File: src/rtl/apb_arb_pkg.sv
// rtl/apb_arb_pkg.sv - shared types and helpers for the APB master arbiter
// Purpose: FSM state encoding, bus widths and a one-hot to index helper
//          used by the arbiter top and its round-robin selector.
// Ports:   none (package).
package apb_arb_pkg;

  localparam int ADDR_W  = 32;
  localparam int DATA_W  = 32;
  localparam int MAX_REQ = 8;

  typedef enum logic [2:0] {
    IDLE,
    ISSUE,
    SETUP,
    ACCESS,
    RESP
  } arb_state_e;

  // Converts a one-hot vector (up to MAX_REQ wide, zero-padded) to its bit index.
  function automatic logic [2:0] onehot_to_idx(input logic [MAX_REQ-1:0] oh);
    logic [2:0] idx;
    idx = '0;
    for (int i = 0; i < MAX_REQ; i++) begin
      if (oh[i]) idx = idx | 3'(i);
    end
    return idx;
  endfunction

endpackage

File: src/rtl/apb_rr_pick.sv
// rtl/apb_rr_pick.sv - combinational round-robin selector
// Purpose: picks one requester, searching from the index after the last grant
//          and wrapping around.
// Ports:   req    - request vector
//          last   - index of the most recently granted requester
//          winner - one-hot selected requester (0 when no request)
//          valid  - at least one request is pending
module apb_rr_pick #(
  parameter int NUM_REQ = 2,
  parameter int PTR_W   = $clog2(NUM_REQ)
) (
  input  logic [NUM_REQ-1:0] req,
  input  logic [PTR_W-1:0]   last,
  output logic [NUM_REQ-1:0] winner,
  output logic               valid
);

  // Two passes: first the indices above the last grant, then wrap to the
  // bottom. The first hit in this order is the round-robin winner.
  always_comb begin
    winner = '0;
    valid  = 1'b0;
    for (int i = 0; i < NUM_REQ; i++) begin
      if (!valid && req[i] && (i > int'(last))) begin
        winner[i] = 1'b1;
        valid     = 1'b1;
      end
    end
    for (int i = 0; i < NUM_REQ; i++) begin
      if (!valid && req[i] && (i <= int'(last))) begin
        winner[i] = 1'b1;
        valid     = 1'b1;
      end
    end
  end

endmodule

File: src/rtl/apb_master_arbiter.sv
// rtl/apb_master_arbiter.sv - round-robin arbiter in front of an APB master
// Purpose: shares one APB master request interface between NUM_REQ requesters;
//          latches the winner's command, runs one SETUP/ACCESS transfer and
//          returns read data plus a one-cycle acknowledge.
// Ports:   PCLK, PRESET          - clock, asynchronous active-high reset
//          s_req/s_addr/s_wdata/s_write - per-requester command
//          s_ack, s_rdata        - per-requester ack pulse, shared read data
//          m_transfer/m_addr/m_wdata/m_write - command to the APB master
//          m_ready, m_rdata      - completion and read data from the master
//          grant, busy           - current owner, arbiter not idle
module apb_master_arbiter
  import apb_arb_pkg::*;
#(
  parameter int NUM_REQ = 2
) (
  input  logic                            PCLK,
  input  logic                            PRESET,
  input  logic [NUM_REQ-1:0]              s_req,
  input  logic [NUM_REQ-1:0][ADDR_W-1:0]  s_addr,
  input  logic [NUM_REQ-1:0][DATA_W-1:0]  s_wdata,
  input  logic [NUM_REQ-1:0]              s_write,
  output logic [NUM_REQ-1:0]              s_ack,
  output logic [DATA_W-1:0]               s_rdata,
  output logic                            m_transfer,
  output logic [ADDR_W-1:0]               m_addr,
  output logic [DATA_W-1:0]               m_wdata,
  output logic                            m_write,
  input  logic                            m_ready,
  input  logic [DATA_W-1:0]               m_rdata,
  output logic [NUM_REQ-1:0]              grant,
  output logic                            busy
);

  localparam int PTR_W = $clog2(NUM_REQ);

  arb_state_e           state;
  logic [PTR_W-1:0]     last_ptr;
  logic [NUM_REQ-1:0]   win_oh;
  logic                 win_valid;
  logic [ADDR_W-1:0]    win_addr;
  logic [DATA_W-1:0]    win_wdata;
  logic                 win_write;
  logic [MAX_REQ-1:0]   grant_ext;

  apb_rr_pick #(
    .NUM_REQ (NUM_REQ),
    .PTR_W   (PTR_W)
  ) u_pick (
    .req    (s_req),
    .last   (last_ptr),
    .winner (win_oh),
    .valid  (win_valid)
  );

  // One-hot AND-OR mux of the winning requester's command.
  always_comb begin
    win_addr  = '0;
    win_wdata = '0;
    win_write = 1'b0;
    for (int i = 0; i < NUM_REQ; i++) begin
      if (win_oh[i]) begin
        win_addr  = win_addr | s_addr[i];
        win_wdata = win_wdata | s_wdata[i];
        win_write = win_write | s_write[i];
      end
    end
  end

  always_comb begin
    grant_ext = '0;
    grant_ext[NUM_REQ-1:0] = grant;
  end

  always_ff @(posedge PCLK or posedge PRESET) begin
    if (PRESET) begin
      state      <= IDLE;
      last_ptr   <= PTR_W'(NUM_REQ - 1);  // requester 0 searched first
      grant      <= '0;
      busy       <= 1'b0;
      m_transfer <= 1'b0;
      m_addr     <= '0;
      m_wdata    <= '0;
      m_write    <= 1'b0;
      s_ack      <= '0;
      s_rdata    <= '0;
    end else begin
      case (state)
        IDLE: begin
          if (win_valid) begin
            m_addr     <= win_addr;
            m_wdata    <= win_wdata;
            m_write    <= win_write;
            grant      <= win_oh;
            m_transfer <= 1'b1;
            busy       <= 1'b1;
            state      <= ISSUE;
          end
        end
        ISSUE: begin
          m_transfer <= 1'b0;
          state      <= SETUP;
        end
        // The master is in its SETUP phase here, so m_ready means nothing yet.
        SETUP: begin
          state <= ACCESS;
        end
        ACCESS: begin
          if (m_ready) begin
            s_rdata  <= m_rdata;
            s_ack    <= grant;
            last_ptr <= PTR_W'(onehot_to_idx(grant_ext));
            state    <= RESP;
          end
        end
        RESP: begin
          s_ack <= '0;
          grant <= '0;
          busy  <= 1'b0;
          state <= IDLE;
        end
        default: begin
          state <= IDLE;
        end
      endcase
    end
  end

endmodule

File: config.mk
export PLATFORM = sky130hd
export DESIGN_NAME = apb_master_arbiter
export DESIGN_NICKNAME = d
export VERILOG_FILES = /design/src/rtl/apb_arb_pkg.sv /design/src/rtl/apb_rr_pick.sv /design/src/rtl/apb_master_arbiter.sv
export SDC_FILE = /design/constraint.sdc
export NUM_CORES = 1
export LEC_CHECK = 0
export ABC_CLOCK_PERIOD_IN_PS = 3600
export CORE_AREA = 2 2 119 121
export DETAILED_ROUTE_END_ITERATION = 8
export DIE_AREA = 0 0 121 123
export PLACE_DENSITY = 0.76
export SLEW_MARGIN = 20
export SYNTH_ARGS = -nofsm -noshare
export SYNTH_HDL_FRONTEND = slang
export SYNTH_SLANG_ARGS = --single-unit
export TNS_END_PERCENT = 30
File: constraint.sdc
create_clock -name PCLK -period 3.6 [get_ports PCLK]
set_clock_uncertainty 0.1 [all_clocks]
set_input_delay 0.54 -clock PCLK [delete_from_list [all_inputs] [get_ports PCLK]]
set_output_delay 0.54 -clock PCLK [all_outputs]
set_load 0.02 [all_outputs]
* After elaboration in Yosys (flattened, before gate mapping)
Cells that the tools add are included.
** Storage, ports and cells
- Memories :: 0
- Output and inout bits :: 103
- Flip-flop bits (word level) :: 107
- Bits in read-only memories :: 0
- RAM bits :: 0
- Bits in latches :: 0
** Cells by class
- Reductions and logical operators :: 16
- $lt $le $gt $ge :: 2
- $mul :: 0
- Equality and inequality tests :: 6
- Add/subtract/negate cells :: 0
- Bitwise logic cells :: 3
- Divide/modulo/power cells :: 0
- Shifts and indexed selects :: 0
- Multiplexer cells :: 22
** Operators with widths (number)
- 32-bit two-way mux :: 4
- 32-bit OR :: 2
- 3-bit case mux with 4 select lines :: 1
- 2-bit AND reduction :: 6
- 1-bit two-way mux :: 9
- 2-bit case mux with 2 select lines :: 2
- 3-bit by 2-bit == test with 1-bit output, second input constant :: 2
- 3-bit two-way mux :: 2
- 2-bit nonzero test :: 3
- 1-bit logical AND :: 4
- 2-bit two-way mux :: 2
- 1-bit case mux with 2 select lines :: 2
- 3-bit by 1-bit == test with 1-bit output, second input constant :: 1
- 3-bit == test, second input constant :: 1
- 3-bit logical NOT :: 1
- 1-bit logical NOT :: 2
- 2-bit by 1-bit != test with 1-bit output, second input constant :: 1
- 2-bit != test, second input constant :: 1
- 1-bit greater-than comparator, first input constant :: 1
- 1-bit less-or-equal comparator, first input constant :: 1
- 1-bit OR :: 1

* Depth between registers and ports, before layout
- Depth after elaboration :: 12
- Depth in mapped cells :: 6
- Mapped depth without buffers :: 3

* By module
A second synthesis with hierarchy kept.
** Unflattened totals
- Cell total of the unflattened synthesis :: 468
- Area, all modules :: 4584.4 sq um
** By module, submodules not included
- apb_master_arbiter :: area an instance 4559.4 sq um, times used 1, cells each 464, seq. area each 2678.8 sq um
- apb_rr_pick :: area an instance 25.0 sq um, times used 1, cells each 4, seq. area each 0.0 sq um

* Worst setup path after synthesis
No wires, ideal clock.
- Path kind :: register to register
- From :: register state[1]
- To :: register m_addr[0]
- Slack :: 1827 ps
- Required time :: 3374 ps
- Arrival :: 1547 ps
- Cell stages (with the launch flop) :: 7
- Clock period less this slack :: 1773 ps
- Cell sequence :: dfrtp_1 -> buf_6 -> or3_4 -> buf_6 -> buf_6 -> o21a_1 -> a221o_1
** Between the ends
- Longest elaborated chain between the ends :: 2
** RTL lines
- from (decl) :: RTL line apb_master_arbiter.sv:36 : arb_state_e state;
- from (signal assigned) :: RTL line apb_master_arbiter.sv:76 : state <= IDLE;
- from (signal assigned) :: RTL line apb_master_arbiter.sv:96 : state <= ISSUE;
- from (signal assigned) :: RTL line apb_master_arbiter.sv:101 : state <= SETUP;
- 3-bit logical NOT :: RTL line apb_master_arbiter.sv:87 : case (state)
- 2-bit AND reduction (no source line)
- to (signal assigned) :: RTL line apb_master_arbiter.sv:90 : m_addr <= win_addr;
- to (decl) :: RTL line apb_master_arbiter.sv:25 : output logic [ADDR_W-1:0] m_addr,
Every way passes these cells.
A chain may end at the register's enable or synchronous reset.

* Worst setup path in the final report
- From :: input port s_req[1]
- To :: register m_wdata[4]
** Between the ends
- Longest elaborated chain between the ends :: 10
** RTL lines
- from (decl) :: RTL line apb_master_arbiter.sv:18 : input logic [NUM_REQ-1:0] s_req,
- 1-bit logical AND :: RTL line apb_rr_pick.sv:24 : if (!valid && req[i] && (i > int'(last))) begin
- 1-bit two-way mux :: RTL line apb_rr_pick.sv:24
- 1-bit logical NOT :: RTL line apb_rr_pick.sv:30 : if (!valid && req[i] && (i <= int'(last))) begin
- 1-bit logical AND :: RTL line apb_rr_pick.sv:30
- 1-bit two-way mux :: RTL line apb_rr_pick.sv:30
- 1-bit logical NOT :: RTL line apb_rr_pick.sv:30
- 1-bit logical AND (2 in a row) :: RTL line apb_rr_pick.sv:30
- 1-bit two-way mux :: RTL line apb_rr_pick.sv:30
- 32-bit two-way mux or 2-bit AND reduction (tied branches)
- to (signal assigned) :: RTL line apb_master_arbiter.sv:91 : m_wdata <= win_wdata;
- to (decl) :: RTL line apb_master_arbiter.sv:26 : output logic [DATA_W-1:0] m_wdata,
Several ways; a longest one is shown, not always the timed one.

==> summary.md <==
| Metric | Value |
|---|---|
| Lkg Pwr | `3.15 nW` |
| Status | `complete, no violations` |
| Detailed router's first-iteration violation count | `169` |
| Area post-placement | `7400 um2` |
| Seq/Total Area, Yosys | `0.586` |
| Setup Fix Bufs, Post-CTS | `0` |
| Hold endpoint | `busy` |
| Max-cap viol count | `0` |
| Drt wl/cell | `18.6 um` |
| Fin nets | `755` |
| Commonest non-fill, non-tap cell in the layout | `clkdlybuf4s50_1` |
| Resized cells post-CTS | `0` |
| Final slew viol count | `0` |
| Clock power frac | `0.148` |
| Post-Syn Instances | `337` |
| GRT overflow | `0` |
| Crit-path slowest cell | `clkdlybuf4s50_1` |
| Maximum vdd ir drop | `402 uV` |
| Input/output buffers | `269` |
| Filler cell count | `1136` |
| Pre-CTS setup slack | `1.10 ns` |
| Global-route wire length before repair | `22200 um` |
| Worst stage delay on the critical path | `0.58 ns` |
| Vias | `4011` |
| Mapped cell area | `4570 um2` |
| Register share of total power | `0.328` |
| Worst-Skew Late Latency | `0.34 ns` |
| Worst Tran Pin Value | `0.774 ns` |
| Period Utilization, post-route | `0.604` |
| Initial antenna violation count | `0` |
| Startpoint types | `input pin` |
| Post-route cell area | `7690 um2` |
| Crit path cell chain | `clkdlybuf4s50_1, nand2b_1, and3_2, buf_12, a221o_1` |
| RD Place Congestion | `0.760` |
| Syn-to-layout area delta | `68.2%` |
| Site Rows | `43` |
| Worst hold start | `busy` |
| Core area | `13600 um2` |
| DRC errors left | `0` |
| Via density | `5.19` |
| Die Wd | `121 um` |
| Fin cells | `773` |
| Clock Tree Root | `clkbuf_16` |
| TritonCTS Buffers | `9` |
| Yosys Warn Count | `0` |
| P_int | `0.00414 W` |
| Reg2Reg Depth | `4` |
| Die area | `14900 um2` |
| Post-route ant nets | `0` |
| Global-route usage over all layers | `0.189` |
| Setup slack, reg-to-reg | `1.50 ns` |
| Reg2reg end | `m_wdata[4]` |
| Number of global-route vias before repair | `4156` |
| P_sw | `0.00236 W` |
| Setup ws final | `1.42 ns` |
| TritonCTS Sinks | `107` |
| CP Data Required Time | `3.72 ns` |
| Cell total after placement | `757` |
| CTS HTree Levels | `3` |
| Most frequent cells in the layout | `clkdlybuf4s50_1, dfrtp_1, o21a_1, a221o_1, mux2_2` |
| Drt first pass iters | `6` |
| Chip height | `123 um` |
| Synth Register Bits | `107` |
| Largest net degree at the start of global routing | `67` |
| Min Clock Period, post-route | `2.18 ns` |
| Min-Delay Path Class | `reg2reg` |
| Sw Share | `0.363` |
| Kind of end point of the critical path | `flip-flop` |
| Routed WL | `14400 um` |
| Critical Path AT | `2.30 ns` |
| CTS max path bufs | `2` |
| Hold Crit Depth | `1` |
| Initial Util | `0.336` |
| IO Count | `270` |
| Clock slew at reported path FFs | `0.07 ns` |
| PwrDens | `846 nW/um2` |
| Relative slew slack | `0.484` |
| Final-report hold violation count | `0` |
| Unrepaired setup endpoints after global routing | `no` |
| Worst reg2reg path startpoint | `state[1]` |
| Gate power share | `0.524` |
| Setup TNS Final | `0 ns` |
| Worst setup path class | `in2reg` |
| Crit Path Max Fanout | `41` |
| # diodes | `0` |
| Syn_area_per_cell | `13.6 um2` |
| CTS Hold Bufs | `0` |
| FMAX | `460 MHz` |
| Detailed Place HPWL | `10300 um` |
| Layout cells sized above 1 | `0.101` |
| # setup viols final | `0` |
| Yosys cell types | `25` |
| Syn nets | `504` |
| TritonCTS clock tree | `yes` |
## metal layers
layer  track usage  vias to the layer above  wire length (um)
li1              -                     1814                 -
met1         0.231                     1992              5750
met2         0.318                      178              7100
met3        0.0447                       27              1140
met4        0.0821                        0               397
met5             0                        -                 0
## metrics by stage
stage / total power [W] / hold slack (ns) / utilization
2_1_floorplan: 0.00403 / 0.454 / -
3_3_place_gp: 0.00548 / 0.374 / 0.543
3_5_place_dp: 0.00558 / 0.386 / 0.543
4_1_cts: 0.00656 / 0.406 / 0.565
5_1_grt: 0.00686 / 0.427 / 0.565
6_report: 0.00650 / 0.396 / 0.565
## worst max-delay path by stage
stage	from	end	slack, ns	cells past startpoint
after floorplan	PRESET	busy	0.14	1
after global placement	s_req[1]	m_addr[3]	1.13	5
after detailed placement	s_req[1]	m_wdata[2]	1.10	5
after CTS	s_req[1]	m_wdata[4]	1.47	5
after global routing	s_req[1]	m_wdata[4]	1.37	5
final	s_req[1]	m_wdata[4]	1.42	5
## registers in the layout, summed over array words and instances, names as in the netlist
| name | count |
|---|---|
| m_addr | 32 |
| m_wdata | 32 |
| s_rdata | 32 |
| state | 3 |
| grant | 2 |
| s_ack | 2 |
| busy | 1 |
| last_ptr | 1 |
| m_transfer | 1 |
| m_write | 1 |
## kinds of logic (layout without fill, tap and decap cells)
kind of cell           count (synthesis)  count (layout)  share of synthesized area
AO/OA/AOI/OAI                        141             141                      0.266
buffers and inverters                 37             293                     0.0443
flip-flops                           107             107                      0.586
multiplexers                          33              33                     0.0813
AND/OR/NAND/NOR                       19              19                     0.0227
## synth_stat cells
cell type	count	area [um2]
clkbuf_1	12	45.0
o2bb2ai_1	1	8.76
mux2_2	33	372
a221o_1	65	651
nand2b_1	2	12.5
o31ai_1	2	15.0
a21o_1	2	15.0
nand4b_1	1	8.76
nor2_1	5	18.8
o21a_1	65	488
and3_1	3	18.8
a21oi_1	2	10.0
and3b_1	1	8.76
buf_6	6	67.6
dfstp_2	1	26.3
or3_4	1	11.3
dfrtp_1	106	2650
o21ai_0	1	5.00
buf_2	15	75.1
inv_1	3	11.3
o22ai_1	2	12.5
a2bb2oi_1	1	8.76
nor3_1	2	10.0
buf_1	1	3.75
nand2_1	4	15.0
## power by group through the flow
stage / Sequential, W / Combinational, W / Clock (W)
finish: 0.00213 / 0.00341 / 0.000961
global placement: 0.00212 / 0.00336 / 0
CTS: 0.00214 / 0.00344 / 0.000981
detailed placement: 0.00215 / 0.00343 / 0
global route: 0.00221 / 0.00361 / 0.00104
floorplan: 0.00276 / 0.00127 / 0
## final cells by class
class                   instances  area [um2]  area share
multi-input cells             193        1700       0.221
repair buffers                274        2780       0.362
well taps                     180         225      0.0293
flip-flops and latches        107        2680       0.348
clock inverters                 5        37.5     0.00488
inverters                       3        13.8     0.00179
clock buffers                  11         253      0.0329
## worst max-delay path, delay by kind of cell
family | cells | cell delay (ns)
AOI/OAI and AO/OA | 1 | 0.37
buffers and inverters | 2 | 0.84
and+or+nand+nor | 2 | 0.48
Note: power is estimated with default switching activity, not from simulation.
